$ cat config.mk
export PLATFORM = sky130hd
export DESIGN_NAME = command_loader
export DESIGN_NICKNAME = d
export VERILOG_FILES = /design/src/rtl/command_loader.sv
export SDC_FILE = /design/constraint.sdc
export NUM_CORES = 1
export LEC_CHECK = 0
export ABC_AREA = 1
export CAP_MARGIN = 20
export CORE_UTILIZATION = 35
export CTS_BUF_LIST = sky130_fd_sc_hd__clkbuf_16
export CTS_CLUSTER_DIAMETER = 200
export CTS_CLUSTER_SIZE = 20
export DETAILED_ROUTE_END_ITERATION = 12
export GPL_TIMING_DRIVEN = 0
export PLACE_DENSITY_LB_ADDON = 0.3
export SLEW_MARGIN = 20
export SYNTH_ARGS = -nofsm -noshare
export SYNTH_HDL_FRONTEND = slang
export SYNTH_SLANG_ARGS = --single-unit
$ cat constraint.sdc
create_clock -name clk -period 1.8 [get_ports clk]
set_input_delay 0.27 -clock clk [delete_from_list [all_inputs] [get_ports clk]]
set_output_delay 0.27 -clock clk [all_outputs]
set_load 0.005 [all_outputs]
$ cat src/rtl/command_loader.sv
// Command loader: decodes UART command bytes, streams vector bytes into
// BRAM_A / BRAM_B and issues single-cycle commands to the processing stage.
//
// Ports:
//   clk, reset          system clock, synchronous active-high reset
//   rx_ready, rx_data   received UART byte strobe and data
//   done                completion pulse from the processing stage
//   bram_we_a/b         write enables for the two BRAM write ports
//   bram_addr, wdata    shared write address / data (hold when idle)
//   result              {valid, vector, op[1:0]} command, valid 1 cycle
//   busy                high whenever not in IDLE
//   load_err            one-cycle pulse when a load times out
module command_loader #(
    parameter int NBytes  = 1024,
    parameter int TIMEOUT = 1_000_000
) (
    input  logic       clk,
    input  logic       reset,
    input  logic       rx_ready,
    input  logic [7:0] rx_data,
    input  logic       done,
    output logic       bram_we_a,
    output logic       bram_we_b,
    output logic [9:0] bram_addr,
    output logic [7:0] bram_wdata,
    output logic [3:0] result,
    output logic       busy,
    output logic       load_err
);

    localparam int IW = $clog2(TIMEOUT + 1);
    localparam logic [9:0]    LAST_ADDR = 10'(NBytes - 1);
    localparam logic [IW-1:0] IDLE_LAST = IW'(TIMEOUT - 1);

    typedef enum logic [1:0] {
        IDLE,
        LOAD_A,
        LOAD_B,
        WAIT_DONE
    } state_t;

    state_t        state, state_n;
    logic [9:0]    byte_cnt, byte_n;
    logic [IW-1:0] idle_cnt, idle_n;
    logic          we_a_n, we_b_n;
    logic [9:0]    addr_n;
    logic [7:0]    wdata_n;
    logic [3:0]    result_n;
    logic          err_n;

    always_comb begin
        state_n  = state;
        byte_n   = byte_cnt;
        idle_n   = idle_cnt;
        we_a_n   = 1'b0;
        we_b_n   = 1'b0;
        addr_n   = bram_addr;
        wdata_n  = bram_wdata;
        result_n = 4'b0000;
        err_n    = 1'b0;

        unique case (state)
            IDLE: begin
                idle_n = '0;
                byte_n = '0;
                if (rx_ready) begin
                    case (rx_data)
                        8'h01: state_n = LOAD_A;
                        8'h02: state_n = LOAD_B;
                        8'h03: begin result_n = 4'b1100; state_n = WAIT_DONE; end
                        8'h04: begin result_n = 4'b1101; state_n = WAIT_DONE; end
                        8'h05: begin result_n = 4'b1110; state_n = WAIT_DONE; end
                        8'h06: begin result_n = 4'b1111; state_n = WAIT_DONE; end
                        8'h07: begin result_n = 4'b1000; state_n = WAIT_DONE; end
                        8'h08: begin result_n = 4'b1001; state_n = WAIT_DONE; end
                        default: ;
                    endcase
                end
            end

            LOAD_A, LOAD_B: begin
                // A byte in the expiry cycle still counts as activity.
                if (rx_ready) begin
                    we_a_n  = (state == LOAD_A);
                    we_b_n  = (state == LOAD_B);
                    addr_n  = byte_cnt;
                    wdata_n = rx_data;
                    idle_n  = '0;
                    if (byte_cnt == LAST_ADDR) begin
                        byte_n  = '0;
                        state_n = IDLE;
                    end else begin
                        byte_n = byte_cnt + 10'd1;
                    end
                end else if (idle_cnt == IDLE_LAST) begin
                    state_n = IDLE;
                    byte_n  = '0;
                    idle_n  = '0;
                    err_n   = 1'b1;
                end else begin
                    idle_n = idle_cnt + 1'b1;
                end
            end

            WAIT_DONE: begin
                if (done) state_n = IDLE;
            end
        endcase
    end

    always_ff @(posedge clk) begin
        if (reset) begin
            state      <= IDLE;
            byte_cnt   <= '0;
            idle_cnt   <= '0;
            bram_we_a  <= 1'b0;
            bram_we_b  <= 1'b0;
            bram_addr  <= '0;
            bram_wdata <= '0;
            result     <= '0;
            busy       <= 1'b0;
            load_err   <= 1'b0;
        end else begin
            state      <= state_n;
            byte_cnt   <= byte_n;
            idle_cnt   <= idle_n;
            bram_we_a  <= we_a_n;
            bram_we_b  <= we_b_n;
            bram_addr  <= addr_n;
            bram_wdata <= wdata_n;
            result     <= result_n;
            busy       <= (state_n != IDLE);
            load_err   <= err_n;
        end
    end

endmodule

==> results.json <==
{
  "use_met3": 0.04395,
  "syn2layout_area_growth_pct": 27.22,
  "synth_cell_types": 35,
  "synth_top_family_by_area": "simple AND/OR/NAND/NOR gates",
  "final_util": 0.4646,
  "path_max_fanout": 10,
  "grt_overflow": 0,
  "status": "finished, final reports clean",
  "synth.area.mux_share": 0,
  "maxCapViolCount": 0,
  "powerDensity_nw_per_um2": 803.8,
  "ys_seq_elements": 58,
  "synth.cell_area_um2": 2836,
  "crit_type": "register to register",
  "setup_violations": 0,
  "hold_depth": 2,
  "numCtsBuffers": 9,
  "path_cells": "ha_1 -> nand3_2 -> nor2_2 -> nand3_2 -> nand3_2 -> nand2_1 -> nand2_2 -> buf_6 -> nor2_1",
  "hold_buffers": 0,
  "place_inst": 528,
  "synth-main-ff-cell": "dfxtp_1",
  "synth_cells": 390,
  "rr_endpoint": "idle_cnt[14]",
  "synth_edf_count": 0,
  "coreArea_um2": 7767,
  "fin_worst_skew_ns": 0.01052,
  "synth-xor-area-share": 0.03705,
  "regToRegSetupSlack_ns": 0.15,
  "fillerInstances": 794,
  "clockRootBuffer": "clkbuf_16",
  "timing.rr.start": "idle_cnt[0]",
  "first_global_vias": 2412,
  "instances_no_fill": 544,
  "grt_use_met2": 0.2631,
  "multi_input_area_um2": 1480,
  "routed_wl_um": 6551,
  "drc": 0,
  "place_hpwl_um": 4664,
  "ys_async_sr_fraction": 0,
  "synth_fa_ha_area_frac": 0.03088,
  "drt_pass1_iterations": 4,
  "synth_area_leaders": "dfxtp_1, nand2_1, nor2_1",
  "fin_crit_sh": 0.9145,
  "fmax_ghz": 0.6075,
  "seqCellArea_um2": 1164,
  "routedWlPerCell_um": 12.04,
  "slew_viol_final": 0,
  "hold_path_class": "primary input to register",
  "yosys_warnings": 0,
  "yosys-top-cells-count": "nand2_1, nor2_1, dfxtp_1, inv_1, a21oi_1",
  "rsz0062_at_grt": "no",
  "worstPathArrival_ns": 1.87,
  "hp-start": "reset",
  "ant_nets": 0,
  "die_y_um": 92.03,
  "yosysMostFrequentCell": "nand2_1",
  "synth_compound_area_frac": 0.1160,
  "avgSynthCellArea_um2": 7.273,
  "yosysTopAreaCell": "dfxtp_1",
  "place_congestion": 0.8425,
  "cts_setup_buffers": 0,
  "p_leak_nw": 1.399,
  "synth-seq-area-share": 0.4094,
  "min_to": "idle_cnt[8]",
  "clock_sinks": 58,
  "pin_count": 38,
  "io_buffers": 36,
  "cts_tree": "yes",
  "startpoint_type": "register",
  "htree_levels": 3,
  "clk_path_buf_depth": 2,
  "rows": 32,
  "antenna_found_initial": 0,
  "synth_top_area_frac": 0.4094,
  "endpoint_kind": "register",
  "synth-simple-area-share": 0.3300,
  "grtUsageTotal": 0.1701,
  "drive_gt1_frac": 0.1290,
  "diodes": 0,
  "hold_violations": 0,
  "crit_top_cell": "nand3_2",
  "slew_headroom": 0.6890,
  "via_count": 2554,
  "dieArea_um2": 8469,
  "layout_min_cycle_time_ns": 1.646,
  "critical-path-max-stage-delay_ns": 0.40,
  "worst_slew_pin_slew_ns": 0.4665,
  "synthesis.nets": 409,
  "ir_drop_mv": 0.4878,
  "via_per_inst": 4.695,
  "cp.required_ns": 2.02,
  "grt_first_pass_wirelength_um": 11180,
  "die_w_um": 92.03,
  "grt.busiest_layer": "met2",
  "initial_utilization": 0.3652,
  "clk_pin_slew_worst_paths_ns": 0.06,
  "drt_iter0_drc": 91,
  "grt_max_degree": 11,
  "reg2reg_depth": 9,
  "slowest_stage": "dfxtp_1",
  "grt_use_met1": 0.2175,
  "fin_nets": 456,
  "insertion_delay_ns": 0.33
}
-- layout make-up --
class / instances / share of cell area
buffer: 10 / 0.01734
clock buffer: 9 / 0.06241
clock inverter: 7 / 0.007975
inverter: 42 / 0.04369
multi-input combinational: 280 / 0.4102
sequential: 58 / 0.3225
tap: 102 / 0.03537
timing repair buffer: 36 / 0.1006
-- per-layer routing --
layer,vias to the layer above,wire [µm]
li1,1353,-
met1,1148,3108
met2,45,3048
met3,8,293
met4,0,100
met5,-,0
-- state kept, by name, summed over array words and instances (netlist names) --
name        flops
byte_cnt       10
load_err        1
bram_addr      10
result          4
idle_cnt       20
bram_wdata      8
bram_we_b       1
busy            1
state           2
bram_we_a       1
-- through the flow --
stage          power [W]  hold slack (ns)  TNS, ns  area (µm²)  setup WS (ns)
6_report        0.002900           0.3671        0        3608         0.1539
4_1_cts         0.002921           0.3730        0        3590        0.02112
5_1_grt         0.003011           0.4046        0        3608       0.005391
3_3_place_gp    0.001448           0.4627   -1.586        3324        -0.1192
3_5_place_dp    0.001449           0.4659   -1.990        3324        -0.1460
2_1_floorplan   0.001389           0.3461        0        2836         0.2423
-- where the power goes --
part	leakage [nW]	internal (W)	total [W]	switching [W]
clock network	0.134	0.000898	0.00148	0.000577
registers	0.468	0.00129	0.00130	0.00000469
logic	0.796	0.0000551	0.000126	0.0000713
total	1.40	0.00225	0.00290	0.000653
-- placed cells by master, fill, tap and decap left out, drive strengths merged --
| master | n |
|---|---|
| a21o | 1 |
| a21oi | 30 |
| a22oi | 1 |
| a31oi | 1 |
| buf | 6 |
| clkbuf | 13 |
| clkdlybuf4s50 | 35 |
| clkinv | 5 |
| dfxtp | 58 |
| dlymetal6s2s | 1 |
| ha | 7 |
| inv | 44 |
| nand2 | 78 |
| nand3 | 22 |
| nand4 | 10 |
| nor2 | 73 |
| nor3 | 8 |
| nor3b | 3 |
| nor4 | 3 |
| o21a | 1 |
| o21ai | 26 |
| o32ai | 1 |
| or2 | 3 |
| xor2 | 12 |
-- worst max-delay path: cells and delay by family, from the launching register on --
family,cells,cell delay (ns)
flops,1,0.40
fa+ha+maj,1,0.23
simple gates,7,0.76
buf+inv,1,0.17
-- repair_timing --
action | in CTS | in global routing
setup endpoints to repair | 20 | 21
resized for setup | 4 | 5
pin swaps | 0 | 0
-- worst max-delay path by stage --
stage | endpoint | slack, ns | start
after global routing | busy | 0.005 | idle_cnt[0]
after detailed placement | bram_addr[4] | -0.15 | state[1]
after CTS | byte_cnt[5] | 0.02 | state[0]
after global placement | bram_wdata[2] | -0.12 | state[1]
final | idle_cnt[14] | 0.15 | idle_cnt[0]
after floorplan | bram_wdata[0] | 0.24 | state[1]
-- logic make-up (layout without fill, tap and decap cells) --
family,after synthesis,in the layout
compound gates,61,61
xor+xnor,12,12
fa+ha+maj,7,7
buf+inv,52,104
flops,58,58
simple gates,200,200
No activity file was read; power rests on OpenSTA's default activity.
